==> src/rtl/mem_access_stage.sv <==
// mem_access_stage: MEM pipeline stage with a req/ack data-memory handshake, a timeout and the MEM/WB register.
module mem_access_stage #(
  parameter int TIMEOUT = 16
) (
  input  logic        clk,
  input  logic        reset,
  input  logic [1:0]  WB_MEM,
  input  logic [2:0]  MEM_MEM,
  input  logic [4:0]  WN_MEM,
  input  logic [31:0] RD2_WD_MEM,
  input  logic [31:0] ALUOut_MEM,
  output logic        dmem_req,
  output logic        dmem_we,
  output logic [31:0] dmem_addr,
  output logic [31:0] dmem_wdata,
  input  logic [31:0] dmem_rdata,
  input  logic        dmem_ack,
  output logic        stall,
  output logic [1:0]  WB_WB,
  output logic [4:0]  WN_WB,
  output logic [31:0] RD_WB,
  output logic [31:0] ALUOut_WB,
  output logic [1:0]  err_WB
);
  localparam int CW = $clog2(TIMEOUT + 1);
  localparam logic [CW-1:0] LAST = CW'(TIMEOUT - 1);
  typedef enum logic {IDLE, WAIT} state_t;
  state_t state, state_nx;
  logic [CW-1:0] cnt, cnt_nx;
  logic mem_read, mem_write, access, misalign, go, timeout_now, rd_cap, unused_memtoreg;
  assign mem_read = MEM_MEM[2];
  assign mem_write = MEM_MEM[1];
  assign unused_memtoreg = MEM_MEM[0];
  assign access = mem_read | mem_write;
  assign misalign = access & (ALUOut_MEM[1:0] != 2'b00);
  assign go = access & ~misalign;
  assign timeout_now = go & ~dmem_ack & (cnt == LAST);
  assign stall = go & ~dmem_ack & ~timeout_now;
  assign rd_cap = go & dmem_ack & mem_read & ~mem_write;
  assign dmem_req = go;
  assign dmem_we = mem_write;
  assign dmem_addr = ALUOut_MEM;
  assign dmem_wdata = RD2_WD_MEM;
  // A timeout in the first request cycle (TIMEOUT = 1) must not enter WAIT.
  always_comb begin
    state_nx = state;
    cnt_nx = cnt;
    if (state == IDLE) begin
      state_nx = stall ? WAIT : IDLE;
      cnt_nx = stall ? CW'(1) : '0;
    end else begin
      state_nx = stall ? WAIT : IDLE;
      cnt_nx = stall ? cnt + 1'b1 : '0;
    end
  end
  always_ff @(posedge clk or negedge reset) begin
    if (!reset) begin
      state <= IDLE;
      cnt <= '0;
      WB_WB <= '0;
      WN_WB <= '0;
      RD_WB <= '0;
      ALUOut_WB <= '0;
      err_WB <= '0;
    end else begin
      state <= state_nx;
      cnt <= cnt_nx;
      WB_WB <= (stall | misalign | timeout_now) ? 2'b00 : WB_MEM;
      err_WB <= {timeout_now, misalign};
      if (!stall && !timeout_now) begin
        WN_WB <= WN_MEM;
        ALUOut_WB <= ALUOut_MEM;
      end
      if (rd_cap) RD_WB <= dmem_rdata;
    end
  end
endmodule
==> config.mk <==
export PLATFORM = sky130hd
export DESIGN_NAME = mem_access_stage
export DESIGN_NICKNAME = d
export VERILOG_FILES = /design/src/rtl/mem_access_stage.sv
export SDC_FILE = /design/constraint.sdc
export NUM_CORES = 1
export LEC_CHECK = 0
export ABC_AREA = 1
export CORE_UTILIZATION = 40
export CTS_BUF_LIST = sky130_fd_sc_hd__clkbuf_8
export DETAILED_ROUTE_END_ITERATION = 6
export HOLD_SLACK_MARGIN = 0.02
export PLACE_DENSITY = 0.87
export SYNTH_ARGS = -nofsm -noshare
export SYNTH_HDL_FRONTEND = slang
export SYNTH_SLANG_ARGS = --single-unit
==> constraint.sdc <==
create_clock -name clk -period 2.12 [get_ports clk]
set_input_delay 0.318 -clock clk [delete_from_list [all_inputs] [get_ports clk]]
set_output_delay 0.318 -clock clk [all_outputs]
set_load 0.02 [all_outputs]
Yosys cells after proc, flatten, opt, wreduce, memory -nomap -nowiden --
Index checks and enable logic that the tools add are counted.
Storage, ports and cells: flip-flop bits (word level) 79, bits in latches 0, memory bits (writable) 0, bits in read-only memories 0, bits of input ports 109, output and inout port bits 140, word-level logic and storage cells 33, memories 0
Operators by class: add/sub/neg operators 1, multiply operators 0, divide/modulo/power cells 0, magnitude comparators 0, equality and inequality tests 1, shifts and indexed selects 0, mux-type cells 5, bitwise gates (word level) 15, reductions and logical operators 4
Operator list (number):
- $mux 5 | 2
- $and 1x1->1 | 8
- $add 5x1->5 const B | 1
- $eq 5x4->1 const B | 1
- $not 1->1 | 4
- $or 1x1->1 | 3
- $logic_not 1->1 | 2
- $mux 1 | 2
- $mux 2 | 1
- $reduce_bool 2->1 | 1
- $logic_and 1x1->1 | 1

Logic depth before layout (Yosys ltp) --
depth in word-level cells 11, gate-level depth with buffers 8, gate-level depth less buffers 6

Least setup slack after synthesis --
OpenSTA, ideal clock, no wires.
kind register to output, start point register cnt[0], end point output port stall, arrival 1.287 ns, data required time 1.802 ns, setup slack 0.515 ns, cell stages (with the launch flop) 5, buffers on the path 0, cell sequence dfrtp_1 > ha_1 > and3_1 > ha_1 > nor2_1
Between the ends: cells in the longest elaborated chain, start to end 4
Ends and longest elaborated chain:
- from (decl) | line 29 | logic [CW-1:0] cnt, cnt_nx;
- from (signal assigned) | line 67 | cnt <= cnt_nx;
- $eq 5x4->1 | line 37 | assign timeout_now = go & ~dmem_ack & (cnt == LAST);
- $and 1x1->1 | line 37
- $not 1->1 | line 38 | assign stall = go & ~dmem_ack & ~timeout_now;
- $and 1x1->1 | line 38
- to (decl) | line 18 | output logic stall,
Every way passes these cells.

Worst setup path after layout --
start point input port ALUOut_MEM[1], end point output port dmem_req
Between the ends: cells in the longest elaborated chain, start to end 4
Ends and longest elaborated chain:
- from (decl) | line 11 | input logic [31:0] ALUOut_MEM,
- $reduce_bool 2->1 | line 35 | assign misalign = access & (ALUOut_MEM[1:0] != 2'b00);
- $and 1x1->1 | line 35
- $not 1->1 | line 36 | assign go = access & ~misalign;
- $and 1x1->1 | line 36
- to (decl) | line 12 | output logic dmem_req,
Every way passes these cells.

==> flow_summary.yaml <==
outcome:
  status: "finished with violations"
  violations: "DRC"
logic_synthesis:
  synth_most_common_cell: "nand2_1"
  synth_cells: 402
  synth_top_family_by_area: "buffers and inverters"
  syn_area_per_cell_sq_um: 9.17
  synth_compound_area_share_pct: 5.90
  synth_edf_count: 0
  synth_area_leaders: "dfrtp_1 (54%), buf_4 (14%), nand2_1 (11%), nand3_1 (5.2%), inv_1 (4.1%)"
  yosys.area_share.simple_pct: 18.4
  seq_area_frac_synth_pct: 53.6
  synth-adder-area-share_pct: 0.679
  yosysWarnings: 0
  ys_ff_latch: 79
  muxShareOfSynthArea_pct: 0
  synth_nets: 513
  synth.cell_area_sq_um: 3690
  netlist-cell-type-count: 23
  synth-main-ff-cell: "dfrtp_1"
  yosys.area.top_type_share_pct: 53.6
  synthXorXnorAreaFrac_pct: 0.475
  yosys-top-cells-count: "nand2_1 (107), dfrtp_1 (79), buf_4 (70)"
  synth-async-reset-ratio_pct: 100
  synth_top_cell_by_area: "dfrtp_1"
layout:
  drive_gt1_share_pct: 9.19
  ff_latch_area_sq_um: 1980
  multi_input_area_sq_um: 938
  layout.nets: 639
  num_antenna_cells: 0
  nFillCells: 747
  area_delta_synth_final_pct: 46.1
global_routing:
  grt_pass1_vias: 2996
  gr-total-overflow: 0
  grt_max_degree: 43
  grt_use_total_pct: 18.7
  antenna_found_initial: 0
  grt_first_pass_wirelength_mm: 14.3
routing:
  drt_iter0_markers: 91
  drc_errors: 19
  dr.pass1.iters: 7
  wl_per_cell_um: 14.1
  viasPerCell: 4.64
  ant_nets: 0
  wl_mm: 9.01
  num_vias: 2977
timing:
  setup_violations: 0
  fin_worst_skew_ns: 0.00584
  min_period_ns: 2.04
  whs_ns: 0.473
  post-route-period-util_pct: 96.2
  hold_viol_final: 0
  slew_violations: 0
  max_freq_mhz: 491
  slew_headroom_pct: 66.0
  rsz0062_at_grt: "false"
  max_slew.worst_pin.slew_ns: 0.510
worst_setup_path:
  cp.arrival_ns: 1.72
  start_kind: "input pin"
  critical_path_class: "input pin to output port"
  critical_path_required_ns: 1.80
  endpoint_kind: "output port"
  path_max_fanout: 2
clocking:
  post_cts_buffers: 0
  cts_sinks: 79
  clk_pin_slew_ns: 0.09
  clk_latency_ns: 0.33
  clockRootBuffer: "clkbuf_8"
  clock_path_buffers: 2
  numCtsBuffers: 9
  htree_levels: 3
  cts_tree: "done"
die:
  start_util_pct: 41.9
  coreArea_sq_um: 8810
  die_h_um: 98.0
  io_pins: 249
  dieWidth_um: 98.0
  dieArea_sq_um: 9610
  row_count: 34
hold_path:
  hold_class: "input pin to async pin"
power:
  irDropWorstVdd_mv: 0.425
  p_per_area_nw_per_um2: 775
  p_leak_nw: 2.59
  finalPower_mw: 4.18
placed_design:
  gp_congestion: 0.807
  port_buffers: 183
  place_hpwl_mm: 6.76
flow_run:
  drv_cap: 0
## layer usage
| metal | track usage [%] | routed length [um] | up-vias |
|---|---|---|---|
| met3 | 5.80 | 849 | 25 |
| met4 | 8.62 | 233 | 0 |
| met2 | 34.0 | 4720 | 138 |
| met5 | 0 | 0 | - |
| li1 | - | - | 1427 |
| met1 | 19.8 | 3210 | 1387 |
## path summary, 6_finish.rpt
path / from / end / slack (ns) / depth (start not counted)
setup / recovery: ALUOut_MEM[1] / dmem_req / 0.08 / 6
hold / removal: reset / RD_WB[10] / 0.47 / 2
setup reg to reg: cnt[0] / cnt[1] / 0.60 / 6
hold reg to reg: RD_WB[31] / RD_WB[31] / 0.48 / 2
max in group asynchronous: reset / RD_WB[0] / 1.02 / 3
min in group clk: RD_WB[31] / RD_WB[31] / 0.48 / 2
## sequential cells by signal, summed over array words and instances, names as in the netlist
register,flops
WN_WB,5
RD_WB,32
ALUOut_WB,32
err_WB,2
WB_WB,2
cnt,5
state,1
## cell type report
class / instances / share of cell area (%)
Clock buffer: 9 / 2.30
Timing Repair Buffer: 198 / 36.5
Tap cell: 108 / 2.51
Multi-Input combinational cell: 199 / 17.4
Clock inverter: 7 / 1.79
Sequential cell: 79 / 36.7
Inverter: 41 / 2.86
## cells in the final DEF (no fill, tap or decap), drive strengths merged
| master | netlist | routed |
|---|---|---|
| bufinv | 0 | 2 |
| and3 | 1 | 1 |
| clkdlybuf4s50 | 0 | 181 |
| a21oi | 1 | 1 |
| nor3 | 1 | 1 |
| dlygate4sd3 | 0 | 1 |
| o21ai | 32 | 32 |
| inv | 41 | 44 |
| nand2 | 107 | 107 |
| clkinvlp | 0 | 2 |
| dfrtp | 79 | 79 |
| clkbuf | 2 | 9 |
| nor2 | 13 | 13 |
| xor2 | 1 | 1 |
| xnor2 | 1 | 1 |
| nand4 | 1 | 1 |
| nand3 | 39 | 39 |
| buf | 81 | 16 |
| ha | 2 | 2 |
## logic make-up after synthesis
logic type      count (synthesis)
compound gates                 33
xor+xnor                        2
fa+ha+maj                       2
buf+inv                       124
flops                          79
simple gates                  162
## worst max-delay path, stage by stage
cell             delay (ns)
clkdlybuf4s50_1        0.43
inv_1                  0.09
nand2_1                0.08
nor2_4                 0.09
buf_4                  0.11
clkdlybuf4s50_1        0.59
## where the power goes
part / leakage, nW / internal, mW / switching, mW
sequential: 0.976 / 1.69 / 0.0998
clock: 0.108 / 0.668 / 0.553
combinational: 1.50 / 0.590 / 0.582
## repair_timing
action	4_1_cts	5_1_grt
gates resized for setup	4	0
hold buffers	1	0
setup endpoints to repair	1	0
hold endpoints to repair	37	0
## through the flow
stage          instance area, sq um  setup slack [ns]  utilization [%]  TNS [ns]  instances
6_report                       5390            0.0814             61.2         0        641
3_5_place_dp                   5160           -0.0375             58.6   -0.0375        624
2_1_floorplan                  3690             0.515                -         0        402
5_1_grt                        5390            0.0369             61.2         0        641
4_1_cts                        5390            0.0731             61.2         0        641
3_3_place_gp                   5160           0.00981             58.6         0        624
(Power assumes the default switching activity.)
==> edit 1 (same settings) <==
Put one more register stage on the output `err_WB`, without a reset. The value now appears one clock later. The other outputs are not delayed to match.
--- a/src/rtl/mem_access_stage.sv
+++ b/src/rtl/mem_access_stage.sv
@@ -26,4 +26,6 @@
   localparam logic [CW-1:0] LAST = CW'(TIMEOUT - 1);
   typedef enum logic {IDLE, WAIT} state_t;
+
+  logic [1:0] err_WB_s0;
   state_t state, state_nx;
   logic [CW-1:0] cnt, cnt_nx;
@@ -62,10 +64,10 @@
       RD_WB <= '0;
       ALUOut_WB <= '0;
-      err_WB <= '0;
+      err_WB_s0 <= '0;
     end else begin
       state <= state_nx;
       cnt <= cnt_nx;
       WB_WB <= (stall | misalign | timeout_now) ? 2'b00 : WB_MEM;
-      err_WB <= {timeout_now, misalign};
+      err_WB_s0 <= {timeout_now, misalign};
       if (!stall && !timeout_now) begin
         WN_WB <= WN_MEM;
@@ -75,3 +77,7 @@
     end
   end
+  always_ff @(posedge clk) begin
+    err_WB <= err_WB_s0;
+  end
+
 endmodule
Function: changed (Yosys sat finds a counterexample within 4 cycles, from zero or initial values and one cycle with reset low).
==> edit 1 against the original RTL <==
- the run still ends with DRC left
- total power shrank 1.5%
- worst setup slack better by 0.072 ns
- global-route usage is 0.45 points higher
- design area grew 0.16%
- synthesized area rose by 1.1%
- sequential cell count rose by 2
- wire length down 0.47%
- critical path type is now reg -> out
==> edit 1: results <==
metrics = {
    "outcome": {
        "status": "complete, but fails checks",
        "violations": "DRC",
    },
    "detailed_routing": {
        "wl_per_cell_um": 14.0,
        "route.met3.wl_um": 771,
        "drcViolationCount": 16,
    },
    "layout": {
        "multi_input_area_um2": 941,
        "signal_buffers": 196,
    },
    "setup_path": {
        "crit_path_end": "stall",
        "r2r-end": "cnt[4]",
        "crit_start": "cnt[0]",
        "worst-r2r-setup-slack_ns": 0.45,
        "critical_path.slowest_cell": "dfrtp_1",
    },
    "grt": {
        "grt_pass1_vias": 3089,
        "grt.met2_usage_pct": 33.6,
        "use_met1_pct": 21.0,
        "grt.met3_usage_pct": 6.81,
        "grt_pass1_wl_um": 14700,
        "grt_max_degree": 65,
    },
    "synthesis": {
        "synth_cell_types": 24,
        "synthTopCellsByArea": "dfrtp_1 53%, buf_4 14%, nand2_1 11%, nand3_1 5.1%, inv_1 4.0%",
        "seq_area_frac_synth_pct": 54.1,
        "async_flop_share_pct": 97.5,
        "syn_nets": 515,
    },
    "sta": {
        "worst_slew_pin_slew_ns": 0.520,
        "skew_ns": 0.00810,
        "fmax_mhz": 508,
    },
    "power_and_ir_drop": {
        "irDropWorstVdd_v": 0.000439,
    },
    "worst_hold_path": {
        "min_path_type": "reg -> reg",
    },
    "placement": {
        "pre_cts_ws_ns": -0.0244,
        "place.gp.congestion": 0.777,
    },
}
edit 1: cell count changes after synthesis:
cell,delta
dfxtp_1,+2
edit 1: repair_timing:
action	CTS	global route
resized for setup	4	3
hold endpoints to repair	39	0
endpoints found under the setup margin	1	2
hold buffers	1	0
edit 1: power breakdown:
| part | internal, mW | switching (mW) |
|---|---|---|
| logic | 0.589 | 0.581 |
| registers | 1.72 | 0.0990 |
| clock network | 0.571 | 0.551 |
edit 1: kinds of logic (layout without fill, tap and decap cells):
family | Yosys count | in the layout | synth area share (%)
AOI/OAI and AO/OA | 33 | 33 | 5.84
xor gates and xnor gates | 2 | 2 | 0.470
adders and majority gates | 2 | 2 | 0.671
buffers and inverters | 124 | 253 | 20.7
DFF | 81 | 81 | 54.1
and+or+nand+nor | 162 | 162 | 18.2
edit 1: worst max-delay path, delay by kind of cell (launching register included):
family | cells | cell delay [ns]
DFF | 1 | 0.41
adders and majority gates | 2 | 0.44
buffers and inverters | 1 | 0.15
and+or+nand+nor | 2 | 0.32
==> edit 2 (same settings) <==
Without the edit above. Change the parameter `TIMEOUT` from 16 to 8.
--- a/src/rtl/mem_access_stage.sv
+++ b/src/rtl/mem_access_stage.sv
@@ -1,5 +1,5 @@
 // mem_access_stage: MEM pipeline stage with a req/ack data-memory handshake, a timeout and the MEM/WB register.
 module mem_access_stage #(
-  parameter int TIMEOUT = 16
+  parameter int TIMEOUT = 8
 ) (
   input  logic        clk,
Check against the original RTL: not equivalent (Yosys sat finds a counterexample within 10 cycles, from zero or initial values and one cycle with reset low).
==> edit 2 against the original RTL <==
- design area increased by 5.0%
- hold slack lost 0.0049 ns
- total power grew 4.2%
- wire length increased by 3.9%
- core utilization down 0.53 points
- cell count grew 3.7%
- worst setup slack better by 0.097 ns
- sequential cell count shrank 1
- synthesized area up 5.9%
- count of clock-buffer cells in the layout increased by 1
- first-iteration DRC count shrank 38%
- via count decreased by 0.47%
==> edit 2: results <==
metrics = {
    "sta": {
        "skew_ns": 0.0117,
        "timing.hold.ws_ns": 0.468,
        "worst_slew_pin_slew_ns": 0.487,
    },
    "synthesis": {
        "async_flop_share_pct": 100,
        "synth_cell_types": 21,
        "syn_nets": 514,
        "seq_area_frac_synth_pct": 50.0,
        "synthTopCellsByArea": "dfrtp_1 50%, buf_4 13%, nand2_1 8.0%, o21ai_2 7.2%, nand2_2 4.5%",
        "synth_commonest_cells": "83 x nand2_1, 78 x dfrtp_1, 66 x buf_4",
    },
    "clocking": {
        "cts-htree-levels": 3,
        "tritoncts.num_buffers": 9,
        "clk-insertion-delay-late_ns": 0.34,
    },
    "power_and_ir_drop": {
        "p_leak_nw": 2.67,
        "internal-power_mw": 3.11,
        "irDropWorstVdd_v": 0.000398,
    },
    "layout": {
        "top_regs": "ALUOut_WB: 32 flops, RD_WB: 32 flops, WN_WB: 5 flops",
        "nets": 642,
        "drive_gt1_share_pct": 20.3,
    },
    "grt": {
        "grt_max_degree": 45,
        "antenna_found_initial": 0,
        "grt_pass1_vias": 3102,
        "grt.total_usage_pct": 19.0,
        "grt_pass1_wl_um": 14900,
    },
    "placement": {
        "placed_cell_area_um2": 5410,
        "hpwl_um": 7110,
        "place.gp.congestion": 0.801,
    },
    "detailed_routing": {
        "drtIter0Drc": 56,
        "wl_per_cell_um": 14.1,
        "drt_pass1_iterations": 4,
        "post_drt_via_cell_ratio": 4.46,
    },
    "setup_path": {
        "crit_arrival_ns": 1.62,
        "critical_path.slowest_cell": "dfrtp_1",
        "critPathMaxFanout": 4,
        "reg2reg_from": "cnt[0]",
        "worst-r2r-setup-slack_ns": 0.95,
        "r2r-end": "cnt[3]",
        "cp_slowest_stage_delay_ns": 0.41,
        "reg2reg_depth": 5,
    },
    "outcome": {
        "status": "finished, final reports clean",
    },
}
[edit 2: cell families (layout without fill, tap and decap cells)]
| kind of cell | Yosys count | in the layout | share of synthesized area (%) |
|---|---|---|---|
| DFF | 78 | 78 | 50.0 |
| buffers and inverters | 124 | 256 | 20.3 |
| and+or+nand+nor | 168 | 168 | 22.1 |
| adders and majority gates | 1 | 1 | 0.320 |
| AOI/OAI and AO/OA | 33 | 33 | 7.31 |
[edit 2: layer usage]
layer	GRT usage (%)	vias up	part of all wire, %
met5	0	-	0
met4	8.70	0	2.5
met3	4.65	26	6.6
met2	34.5	121	52
met1	21.0	1377	38
li1	-	1439	-
[edit 2: worst max-delay path by stage]
stage,start,end,slack (ns),cells past startpoint
6_report,cnt[0],stall,0.18,5
4_1_cts,MEM_MEM[1],dmem_req,0.03,5
3_3_place_gp,ALUOut_MEM[0],stall,0.03,7
5_1_grt,cnt[0],stall,0.09,5
3_5_place_dp,MEM_MEM[1],stall,-0.02,6
2_1_floorplan,cnt[0],stall,0.82,4
[edit 2: what timing repair did]
item / CTS / global route
resized for setup: 1 / 1
endpoints found under the setup margin: 1 / 1
hold buffers: 1 / 0
buffers inserted: 0 / 0
endpoints found under the hold margin: 34 / 0
[edit 2: cell type report]
class	count	area (um2)
fillers	779	3670
repair buffers	199	1990
flip-flops and latches	78	1950
multi-input cells	202	1160
well taps	129	161
inverters	42	158
clock buffers	10	138
clock inverters	5	98.8
[edit 2: power groups by stage]
stage               registers [mW]  logic, mW  clock network [mW]
CTS                           1.79       1.26                1.36
finish                        1.79       1.24                1.32
global placement              1.81       1.23                   0
floorplan                     2.04      0.477                   0
detailed placement            1.82       1.26                   0
global route                  1.81       1.33                1.43
[edit 2: stage by stage]
stage | setup TNS, ns | std cells | setup slack, ns | utilization (%)
finish | 0 | 665 | 0.179 | 60.7
global route | 0 | 665 | 0.0890 | 60.7
CTS | 0 | 665 | 0.0250 | 60.6
detailed placement | -0.0218 | 649 | -0.0218 | 58.0
global placement | 0 | 649 | 0.0279 | 58.0
floorplan | 0 | 404 | 0.822 | -
[edit 2: critical path, delay by kind of cell (launching register included)]
kind | cells | cell delay, ns
fa+ha+maj | 1 | 0.24
buf+inv | 2 | 0.41
simple gates | 2 | 0.22
flops | 1 | 0.41
